--- src/rtl/alu_operand_stage.sv ---
// ---------------------------------------------------------------------------
// alu_operand_stage
//
// Resolves the ALU A/B operands from register read data, an instruction
// immediate or the forwarded ALU result, and holds them in a two-entry skid
// buffer. The buffer has a main output register and one skid register.
//
// Optional feature macro: ALU_OPERAND_FWD_EN
//   defined   : a_sel=1 and b_sel=11 select fwd_data
//   undefined : fwd_data is ignored, a_sel acts as 0, b_sel=11 acts as 10
//
// Ports
//   clk        in   clock, all state changes on the rising edge
//   rst        in   synchronous active-high reset
//   flush      in   synchronous discard of both held entries
//   in_valid   in   upstream request valid
//   in_ready   out  registered; high while the skid register is empty
//   rd_q       in   [DW]  A source (destination register read data)
//   rs_q       in   [DW]  source register read data
//   offset     in   [IMW] instruction immediate
//   b_sel      in   [2]   00 zext(offset), 01 sext(offset), 10 rs_q, 11 fwd_data
//   a_sel      in   1     0 rd_q, 1 fwd_data
//   fwd_data   in   [DW]  forwarded ALU result
//   alu_a      out  [DW]  registered A operand (holds while out_valid=0)
//   alu_b      out  [DW]  registered B operand (holds while out_valid=0)
//   out_valid  out  main register holds an entry
//   out_ready  in   ALU consumes the operands this cycle
//   occupancy  out  [2]   number of full registers, 0..2
// ---------------------------------------------------------------------------
module alu_operand_stage #(
    parameter int DW  = 16,
    parameter int IMW = 8
) (
    input  logic           clk,
    input  logic           rst,
    input  logic           flush,
    input  logic           in_valid,
    output logic           in_ready,
    input  logic [DW-1:0]  rd_q,
    input  logic [DW-1:0]  rs_q,
    input  logic [IMW-1:0] offset,
    input  logic [1:0]     b_sel,
    input  logic           a_sel,
    input  logic [DW-1:0]  fwd_data,
    output logic [DW-1:0]  alu_a,
    output logic [DW-1:0]  alu_b,
    output logic           out_valid,
    input  logic           out_ready,
    output logic [1:0]     occupancy
);

    // ------------------------------------------------------------------
    // Immediate extension. Bits below IMW come from the offset; bits at or
    // above IMW are zero or the offset sign bit. With IMW == DW the upper
    // branch never elaborates, so both forms are the identity.
    // ------------------------------------------------------------------
    logic [DW-1:0] zext_offset;
    logic [DW-1:0] sext_offset;

    generate
        for (genvar gi = 0; gi < DW; gi++) begin : g_ext
            if (gi < IMW) begin : g_low
                assign zext_offset[gi] = offset[gi];
                assign sext_offset[gi] = offset[gi];
            end else begin : g_high
                assign zext_offset[gi] = 1'b0;
                assign sext_offset[gi] = offset[IMW-1];
            end
        end
    endgenerate

    // ------------------------------------------------------------------
    // Operand source selection
    // ------------------------------------------------------------------
    logic [DW-1:0] new_a;
    logic [DW-1:0] new_b;

`ifdef ALU_OPERAND_FWD_EN
    always_comb begin
        new_a = a_sel ? fwd_data : rd_q;
        new_b = rs_q;
        case (b_sel)
            2'b00:   new_b = zext_offset;
            2'b01:   new_b = sext_offset;
            2'b10:   new_b = rs_q;
            default: new_b = fwd_data;
        endcase
    end
`else
    // Forwarding path absent: fold the unused inputs into a sink so they are
    // visibly intentional.
    logic unused_fwd;
    assign unused_fwd = ^{fwd_data, a_sel};

    always_comb begin
        new_a = rd_q;
        new_b = rs_q;
        case (b_sel)
            2'b00:   new_b = zext_offset;
            2'b01:   new_b = sext_offset;
            default: new_b = rs_q;
        endcase
    end
`endif

    // ------------------------------------------------------------------
    // Skid buffer state
    // ------------------------------------------------------------------
    logic          main_valid_reg, main_valid_next;
    logic [DW-1:0] main_a_reg,     main_a_next;
    logic [DW-1:0] main_b_reg,     main_b_next;
    logic          skid_valid_reg, skid_valid_next;
    logic [DW-1:0] skid_a_reg,     skid_a_next;
    logic [DW-1:0] skid_b_reg,     skid_b_next;
    logic          in_ready_reg;

    logic xfer_in;
    logic xfer_out;

    assign xfer_in  = in_valid && in_ready_reg;
    assign xfer_out = main_valid_reg && out_ready;

    always_comb begin
        main_valid_next = main_valid_reg;
        main_a_next     = main_a_reg;
        main_b_next     = main_b_reg;
        skid_valid_next = skid_valid_reg;
        skid_a_next     = skid_a_reg;
        skid_b_next     = skid_b_reg;

        if (!main_valid_reg || xfer_out) begin
            // Main register is free after this edge. The skid register can
            // only be full while main is full, and in_ready is low then, so
            // a refill from skid never coincides with an accepted request.
            if (skid_valid_reg) begin
                main_valid_next = 1'b1;
                main_a_next     = skid_a_reg;
                main_b_next     = skid_b_reg;
                skid_valid_next = 1'b0;
            end else if (xfer_in) begin
                main_valid_next = 1'b1;
                main_a_next     = new_a;
                main_b_next     = new_b;
            end else begin
                main_valid_next = 1'b0;
            end
        end else if (xfer_in) begin
            // Main is stalled: park the new entry in the skid register.
            skid_valid_next = 1'b1;
            skid_a_next     = new_a;
            skid_b_next     = new_b;
        end
    end

    always_ff @(posedge clk) begin
        if (rst) begin
            main_valid_reg <= 1'b0;
            main_a_reg     <= '0;
            main_b_reg     <= '0;
            skid_valid_reg <= 1'b0;
            skid_a_reg     <= '0;
            skid_b_reg     <= '0;
            in_ready_reg   <= 1'b1;
        end else if (flush) begin
            // Operand registers keep their last values; only validity drops.
            main_valid_reg <= 1'b0;
            skid_valid_reg <= 1'b0;
            in_ready_reg   <= 1'b1;
        end else begin
            main_valid_reg <= main_valid_next;
            main_a_reg     <= main_a_next;
            main_b_reg     <= main_b_next;
            skid_valid_reg <= skid_valid_next;
            skid_a_reg     <= skid_a_next;
            skid_b_reg     <= skid_b_next;
            in_ready_reg   <= !skid_valid_next;
        end
    end

    assign in_ready  = in_ready_reg;
    assign out_valid = main_valid_reg;
    assign alu_a     = main_a_reg;
    assign alu_b     = main_b_reg;
    assign occupancy = {main_valid_reg & skid_valid_reg, main_valid_reg ^ skid_valid_reg};

endmodule

--- config.mk ---
export PLATFORM = sky130hd
export DESIGN_NAME = alu_operand_stage
export DESIGN_NICKNAME = d
export VERILOG_FILES = /design/src/rtl/alu_operand_stage.sv
export SDC_FILE = /design/constraint.sdc
export NUM_CORES = 1
export LEC_CHECK = 0
export CORE_MARGIN = 2
export CORE_UTILIZATION = 50
export DETAILED_ROUTE_END_ITERATION = 16
export GPL_TIMING_DRIVEN = 0
export PLACE_DENSITY = 0.86
export SLEW_MARGIN = 20
export SYNTH_ARGS = -nofsm -noshare
export SYNTH_HDL_FRONTEND = slang
export SYNTH_SLANG_ARGS = --single-unit
--- constraint.sdc ---
create_clock -name clk -period 2 [get_ports clk]
set_input_delay 0.5 -clock clk [delete_from_list [all_inputs] [get_ports clk]]
set_output_delay 0.5 -clock clk [all_outputs]
set_load 0.01 [all_outputs]
; ---- Word level (Yosys, flattened, before mapping)
; Index checks and enable logic that the tools add are counted.
[totals]
register_bits = 67
latch_bits = 0
ramBits = 0
romBits = 0
mem_count = 0
[classes]
n_addsub = 0
n_mul = 0
div_mod_pow = 0
magnitude_cmp = 0
n_eq_ne = 1
shifts = 0
mux = 9
bitwise = 4
n_reduce_logical = 10
[ops]
columns = cell, count
row1 = 16-bit two-way mux, 4
row2 = 16-bit case mux with 2 select lines, 1
row3 = 3-bit AND reduction, 2
row4 = 1-bit two-way mux, 4
row5 = 2-bit by 1-bit == test with 1-bit output (second input constant), 1
row6 = 1-bit logical AND, 2
row7 = 1-bit logical NOT, 2
row8 = 2-bit logical NOT, 1
row9 = 1-bit NOT, 2
row10 = 2-bit nonzero test, 1
row11 = 2-bit OR reduction, 1
row12 = 1-bit AND, 1
row13 = 1-bit logical OR, 1
row14 = 1-bit XOR, 1

; ---- Depth between registers and ports, before layout
; Gate-level depths: netlist of the first run.
[depth]
depth_word = 4
ltp_mapped = 6
depth_no_buf = 3

; ---- Worst setup path after synthesis of the first run
; No wires, ideal clock.
[synth_timing]
path_kind = input-to-reg
from = in b_sel[1]
to = reg skid_b_reg[4]
setup_ns = 0.132
t_arrival_ns = 1.364
required_ns = 1.868
setup_slack_ns = 0.504
path_stages = 5
n_path_buf = 2
path_cell_list = buf_4 > buf_2 > mux2_2 > nor3_1 > nor3_1
[synth_between]
elab_chain_cells = 2
word_cells_on_any_way = 3
cone_classes = eq/ne (1) / mux (1) / reduce/logical (1)
[synth_lines]
columns = item, line
row1 = start: declaration, 42  ; input logic [1:0] b_sel,
row2 = 2-bit by 1-bit == test with 1-bit output / 2-bit logical NOT (equally long branches), 98  ; case (b_sel)
row3 = 16-bit case mux with 2 select lines *, 98
row4 = end signal: assignment, 175  ; skid_b_reg <= skid_b_next;
row5 = end: declaration, 114  ; logic [DW-1:0] skid_b_reg, skid_b_next;
; Every way passes the cells marked *; elsewhere a longest branch is shown, timed or not.
; A chain may end at the register's enable or synchronous reset.

; ---- Final worst setup path of the first run
[layout_timing]
from = in in_valid
to = reg skid_b_reg[12]
[layout_between]
elab_chain_cells = 2
[layout_lines]
columns = item, line
row1 = start: declaration, 37  ; input logic in_valid,
row2 = 1-bit logical AND, 120  ; assign xfer_in = in_valid && in_ready_reg;
row3 = 3-bit AND reduction (no line), -
; Every way passes these cells.

==> summary.txt, run 1 <==
Status
  • Status: finished with violations
  • Failing checks: negative setup slack

Logic synthesis
  • Distinct cells, synth: 35
  • Syn Std Cell Area: 0.00309 mm^2
  • Avg Synthesized Cell Area: about 9.3 um^2
  • Synthesized instance count: 332
  • Seq/Total Area, Yosys: 0.435
  • Synth Net Count: 397
  • Synth warn: 0
  • Seq cells post-synth: 67

Final layout
  • Antenna Diode Count: 0
  • Commonest non-fill, non-tap cell in the layout: clkdlybuf4s50_1
  • Most frequent cells in the layout: clkdlybuf4s50_1, dfxtp_1, a21oi_1
  • Filler cells: 473
  • FF+latch area: 0.00134 mm^2
  • Share of layout cells above drive strength 1: 0.124
  • Multi-input gate area: 0.00154 mm^2
  • Area growth, synth to finish: 36.4%
  • # nets final: 488

Drt
  • Via-per-instance ratio: 6.24
  • Via count: 3140
  • Count of antenna-violating nets left after detailed routing: 0
  • Routed length per placed instance: 18.2 um
  • Initial DRC count: 202
  • Drt drc: 0
  • DRT Pass-1 Iters: 4
  • WL final: 9.13 mm

Power and ir drop
  • Comb pwr share: 0.148
  • Worst vdd ir: between 0.5 and 0.6 mV
  • PD cells: 739 mW/mm^2
  • Pleak: about 1.4 nW
  • Clock Power Share: 0.400
  • Final Total Pwr: between 3 and 4 mW
  • Sw Share: 0.257
  • P_sw: about 0.8 mW
  • Internal power: around 2.3 mW
  • Sequential Power Share: 0.452

Worst setup path
  • Critical Path RT: 2.22 ns
  • Crit path launch type: input pin
  • Worst-path fanout max: 10
  • Critical Path End Type: flip-flop
  • Reg-to-reg slack, setup: 0.31 ns
  • Reg2reg path depth: 4
  • CP arrival: 2.26 ns
  • Reg2reg start: in_ready$_SDFF_PP1_
  • Reg2reg end: skid_b_reg[12]$_SDFFE_PP0P_
  • Setup CP Type: input pin to flip-flop

Timing
  • WHS: 0.480 ns
  • Final setup vio count: 1
  • Hold Vio Cnt, Final: 0
  • Worst slew margin: 0.617
  • Worst setup margin: -0.0352 ns
  • FMAX: 491 MHz
  • Final period util: 1.02
  • Min Tclk post-route: 2.04 ns
  • Worst Clk Skew: 0.00968 ns
  • Final count of pins violating max slew: 0
  • Worst-margin pin slew: 0.572 ns

Worst hold path
  • Hold path depth: 2
  • Hold WC Path Type: flip-flop to flip-flop
  • Hold Startpoint: skid_a_reg[5]$_SDFFE_PP0P_
  • Hold path endpoint: skid_a_reg[5]$_SDFFE_PP0P_

Global routing
  • Vias in the first global route: 3077
  • First-pass GRT wire length: 14.4 mm
  • Total Routing Usage GR: 0.281
  • Antenna violations before repair: 0
  • GR Overflow Total: 0
  • Maximum number of pins on one net before global-route repair: 13

Floorplan
  • Core area: 0.00596 mm^2
  • DIE AREA: 0.00682 mm^2
  • Die H: approximately 83 um
  • Rows: 28
  • Initial core utilization: 0.518
  • IO Pins: 100
  • DIE WIDTH: 82.6 um

Clock network
  • CTS tree: built
  • Reg clk slew, reported paths: 0.08 ns
  • CTS Buf Count: 9
  • Clk sink count: 67
  • Clock Path Buffers: 2
  • # hold bufs at CTS: 0
  • H-tree depth: 3
  • Clock root buffer: clkbuf_8
  • Clock Latency Late Sink: about 0.36 ns

Placement
  • Setup WS pre-CTS: -0.317 ns
  • I/O Buffers: 80
  • Post-DP HPWL: roughly 6.2 mm
  • GP Congestion: 0.832

Job
  • MaxCap Viol Count: 0
==> final cells by class <==
| type | instances | share of cell area |
|---|---|---|
| timing repair buffer | 80 | 0.190 |
| clock inverter | 7 | 0.0220 |
| buffer | 41 | 0.0505 |
| clock buffer | 9 | 0.0294 |
| tap | 75 | 0.0223 |
| sequential | 67 | 0.319 |
| multi-input combinational | 221 | 0.365 |
| inverter | 3 | 0.00267 |
==> critical path, stage by stage <==
cell	delay [ns]
clkdlybuf4s50_1	0.63
nand4b_1	0.27
clkbuf_2	0.28
a2111oi_1	0.48
nor3_1	0.08
==> layer usage <==
layer | share of wire | global-route usage
met5 | 0 | 0
met1 | 0.41 | 0.349
met3 | 0.075 | 0.0446
met4 | 0.028 | 0.149
met2 | 0.49 | 0.469
==> synthesized netlist by cell type (all sizes together) <==
cell	n	area share
o22ai	8	0.016
a21o	1	0.0024
o41ai	8	0.028
nor2b	9	0.018
nor3	25	0.042
and4b	1	0.0032
a21oi	33	0.055
a2111oi	8	0.023
buf	22	0.045
nand2	8	0.0097
o311ai	8	0.023
a211oi	25	0.061
ha	1	0.0041
and3b	1	0.0028
o21ai	16	0.026
nand4	2	0.0041
clkbuf	19	0.024
dfxtp	67	0.43
nand2b	1	0.0020
a31oi	16	0.032
mux2	8	0.029
nand4b	1	0.0028
mux2i	24	0.078
nand3	17	0.032
clkinv	1	0.0012
inv	2	0.0024
==> power by group through the flow <==
stage / logic (mW) / registers, mW / clock network, mW
after floorplan: 0.198 / 1.45 / 0
after global placement: 0.441 / 1.44 / 0
after detailed placement: 0.450 / 1.44 / 0
after CTS: 0.454 / 1.41 / 1.24
after global routing: 0.493 / 1.41 / 1.31
final: 0.459 / 1.41 / 1.24
==> logic make-up after synthesis <==
kind of cell,share of synthesized area
AOI/OAI and AO/OA,0.266
DFF,0.435
and+or+nand+nor,0.117
buffers and inverters,0.0721
muxes,0.107
adders and majority gates,0.00405
==> what timing repair did <==
item / in CTS / in global routing
endpoints found under the setup margin: 2 / 6
resized for setup: 3 / 6
gates cloned: 0 / 0
pin swaps: 0 / 1
setup buffers: 0 / 0
==> worst max-delay path by stage <==
stage | end | start | slack (ns) | cells past startpoint
final | skid_b_reg[12]$_SDFFE_PP0P_ | in_valid | -0.04 | 5
after CTS | skid_b_reg[12]$_SDFFE_PP0P_ | in_valid | 0.05 | 5
after floorplan | skid_b_reg[4]$_SDFFE_PP0P_ | b_sel[1] | 0.50 | 5
after global placement | skid_b_reg[12]$_SDFFE_PP0P_ | in_valid | -0.27 | 5
after detailed placement | skid_b_reg[12]$_SDFFE_PP0P_ | in_valid | -0.32 | 5
after global routing | skid_b_reg[11]$_SDFFE_PP0P_ | in_valid | -0.02 | 5
==> per-stage QoR <==
step | cell area [um^2] | instances | setup TNS [ns] | utilization
floorplan | 3090 | 332 | 0 | -
CTS | 4200 | 503 | 0 | 0.705
global route | 4210 | 503 | -0.0291 | 0.707
detailed placement | 3980 | 487 | -6.83 | 0.668
finish | 4210 | 503 | -0.0352 | 0.707
global placement | 3980 | 487 | -5.15 | 0.668
Power figures use the tool's default switching activity.
==> run 2, diff against run 1 <==
CORE_UTILIZATION = 45   (was 50)
GPL_TIMING_DRIVEN = not set   (was 0)
PLACE_DENSITY = 0.78   (was 0.86)
==> run 2 against run 1 <==
The flow now finishes without violations. Die area grew 11%. Final cell count shrank 1.6%. First-iteration DRC count shrank 5.4%. Sequential share of layout area shrank 0.32 points. Global-route usage shrank 5.3 points. Via count shrank 6.4%. Critical path type is now flip-flop to output port. Critical endpoint is now in_ready. Largest cell class unchanged.
==> summary.txt, run 2 (synthesis results as in run 1) <==
Clock network
  • CTS Buf Count: 9 (unchanged)
  • CTS tree: built (unchanged)
  • Clk sink count: 67 (unchanged)
  • Clock Path Buffers: 2 (unchanged)
  • H-tree depth: 3 (unchanged)
  • Clock Latency Late Sink: 0.35 ns (was 0.36 ns)
  • # hold bufs at CTS: 0 (unchanged)
  • Reg clk slew, reported paths: 0.08 ns (about the same)
  • Post-CTS Setup Bufs: 0 (unchanged)
  • Clock root buffer: clkbuf_8 (unchanged)

Floorplan
  • DIE WIDTH: 86.8 um (was 82.6 um)
  • Initial core utilization: 0.459 (was 0.518)
  • IO Pins: 100 (unchanged)
  • DIE AREA: 0.00754 mm^2 (was 0.00682 mm^2)
  • Rows: 30 (was 28)
  • Die H: 86.8 um (was 82.6 um)
  • Core area: 0.00672 mm^2 (was 0.00596 mm^2)

Timing
  • Final period util: 0.926 (was 1.02)
  • FMAX: 540 MHz (was 491 MHz)
  • RSZ-0062 raised after global routing: no
  • Worst Clk Skew: 0.00845 ns (was 0.00968 ns)
  • Min Tclk post-route: 1.85 ns (was 2.04 ns)
  • Final setup vio count: 0 (was 1)
  • Worst slew margin: 0.620 (was 0.617)
  • Hold Vio Cnt, Final: 0 (unchanged)
  • Worst-margin pin slew: 0.570 ns (was 0.572 ns)
  • Final count of pins violating max slew: 0 (unchanged)
  • WHS: 0.478 ns (was 0.480 ns)

Global routing
  • First-pass GRT wire length: 13.5 mm (was 14.4 mm)
  • Vias in the first global route: 2796 (was 3077)
  • Total Routing Usage GR: 0.228 (was 0.281)
  • Maximum number of pins on one net before global-route repair: 43 (was 13)
  • GR Overflow Total: 0 (unchanged)
  • Antenna violations before repair: 0 (unchanged)

Final layout
  • Design area: 0.00426 mm^2 (was 0.00421 mm^2)
  • Antenna Diode Count: 0 (unchanged)
  • Area growth, synth to finish: 37.9% (was 36.4%)
  • Filler cells: 546 (was 473)
  • Most frequent cells in the layout: clkdlybuf4s50_1, dfxtp_1, a21oi_1 (unchanged)
  • Final std cells w/o fill: 495 (was 503)
  • Share of layout cells above drive strength 1: 0.140 (was 0.124)
  • Finished Core Util: 0.634 (was 0.707)
  • # nets final: 475 (was 488)
  • Multi-input gate area: 0.00153 mm^2 (was 0.00154 mm^2)
  • FF+latch area: 0.00134 mm^2 (about the same)
  • Commonest non-fill, non-tap cell in the layout: clkdlybuf4s50_1 (unchanged)

Worst setup path
  • Reg2reg path depth: 5 (was 4)
  • Reg-to-reg slack, setup: 0.23 ns (was 0.31 ns)
  • Setup CP Type: flip-flop to output port (was input pin to flip-flop)
  • Cells along the critical path: clkdlybuf4s50_1 (was clkdlybuf4s50_1 > nand4b_1 > clkbuf_2 > a2111oi_1 > nor3_1)
  • Critical Path End Type: output port (was flip-flop)
  • Worst-path fanout max: 5 (was 10)
  • Reg2reg end: alu_b[13]$_SDFFE_PP0P_ (was skid_b_reg[12]$_SDFFE_PP0P_)
  • Crit path buf inv count: 1 (was 2)
  • Worst path slowest cell: clkdlybuf4s50_1 (unchanged)
  • CP arrival: 1.35 ns (was 2.26 ns)
  • Delay-heaviest family, CP: buffers and inverters (unchanged)
  • Critical Path RT: 1.50 ns (was 2.22 ns)
  • Reg2reg start: skid_valid_reg$_SDFF_PP0_ (was in_ready$_SDFF_PP1_)
  • Max stage delay on crit path: 0.59 ns (was 0.63 ns)
  • Crit path launch type: flip-flop (was input pin)

Drt
  • Drt drc: 0 (unchanged)
  • Initial DRC count: 191 (was 202)
  • DRT Pass-1 Iters: 5 (was 4)
  • WL final: 8.41 mm (was 9.13 mm)
  • Count of antenna-violating nets left after detailed routing: 0 (unchanged)
  • Via count: 2940 (was 3140)
  • Routed length per placed instance: 17.0 um (was 18.2 um)
  • Via-per-instance ratio: 5.94 (was 6.24)

Power and ir drop
  • PD cells: 738 mW/mm^2 (was 739 mW/mm^2)
  • Worst vdd ir: 0.382 mV (was 0.546 mV)
  • Pleak: 1.45 nW (was 1.41 nW)
  • Final Total Pwr: 3.14 mW (was 3.11 mW)

Placement
  • GP Congestion: 0.834 (was 0.832)
  • Post-DP HPWL: 5.58 mm (was 6.16 mm)
  • I/O Buffers: 82 (was 80)
  • Placed cell count: 479 (was 487)
  • Placement Cell Area: 0.00403 mm^2 (was 0.00398 mm^2)

Status
  • Status: finished clean (was finished with violations)

Job
  • MaxCap Viol Count: 0 (unchanged)

Worst hold path
  • Hold WC Path Type: flip-flop to flip-flop (unchanged)
  • Hold Startpoint: alu_b[5]$_SDFFE_PP0P_ (was skid_a_reg[5]$_SDFFE_PP0P_)
  • Hold path depth: 2 (unchanged)
  • Hold path endpoint: alu_b[5]$_SDFFE_PP0P_ (was skid_a_reg[5]$_SDFFE_PP0P_)
-- run 2: area by class of cell --
cell class,count,share of cell area
clock buffer,9,0.0291
clock inverter,7,0.0235
inverter,3,0.00264
multi-input combinational,221,0.359
sequential,67,0.316
tap,80,0.0235
timing repair buffer,108,0.247
-- run 2: worst max-delay path by stage --
stage	end	start	cells past startpoint
floorplan	skid_b_reg[4]$_SDFFE_PP0P_	b_sel[1]	5
global placement	alu_b[12]$_SDFFE_PP0P_	b_sel[1]	4
detailed placement	skid_b_reg[11]$_SDFFE_PP0P_	in_valid	5
CTS	occupancy[1]	out_valid$_SDFFE_PP0P_	2
global route	in_ready	in_ready$_SDFF_PP1_	1
finish	in_ready	in_ready$_SDFF_PP1_	1
-- run 2: tightest hold or removal path, cell delays in order (launching register included) --
cell and delay [ns]:
dfxtp_1 0.32, nand2_1 0.05, o22ai_1 0.07
-- run 2: power breakdown --
part / internal, mW / switching (mW) / total (mW)
combinational: 0.248 / 0.215 / 0.463
sequential: 1.38 / 0.0271 / 1.41
clock: 0.713 / 0.558 / 1.27
-- run 2: layer usage --
layer / GRT usage / share of wire / vias up
met1: 0.309 / 0.45 / 1396
met3: 0.0457 / 0.042 / 10
met4: 0.0852 / 0.013 / 0
met2: 0.358 / 0.49 / 99
li1: - / - / 1435
met5: 0 / 0 / -
-- run 2: stage by stage --
stage / setup TNS (ns) / worst slack (ns)
after floorplan: 0 / 0.504
after global placement: 0 / 0.0297
after detailed placement: -0.0372 / -0.0239
after CTS: 0 / 0.0358
after global routing: 0 / 0.0892
final: 0 / 0.148
-- run 2: what timing repair did --
action	in CTS	in global routing
setup endpoints to repair	2	1
resized for setup	2	1
gates cloned	0	0
endpoints found under the hold margin	0	0
==> run 3, diff against run 2 <==
CTS_CLUSTER_SIZE = 8   (was not set)
SKIP_LAST_GASP = 1   (was not set)
==> results of run 3 <==
The final DEF is identical to that of run 2; final timing and power are the same.
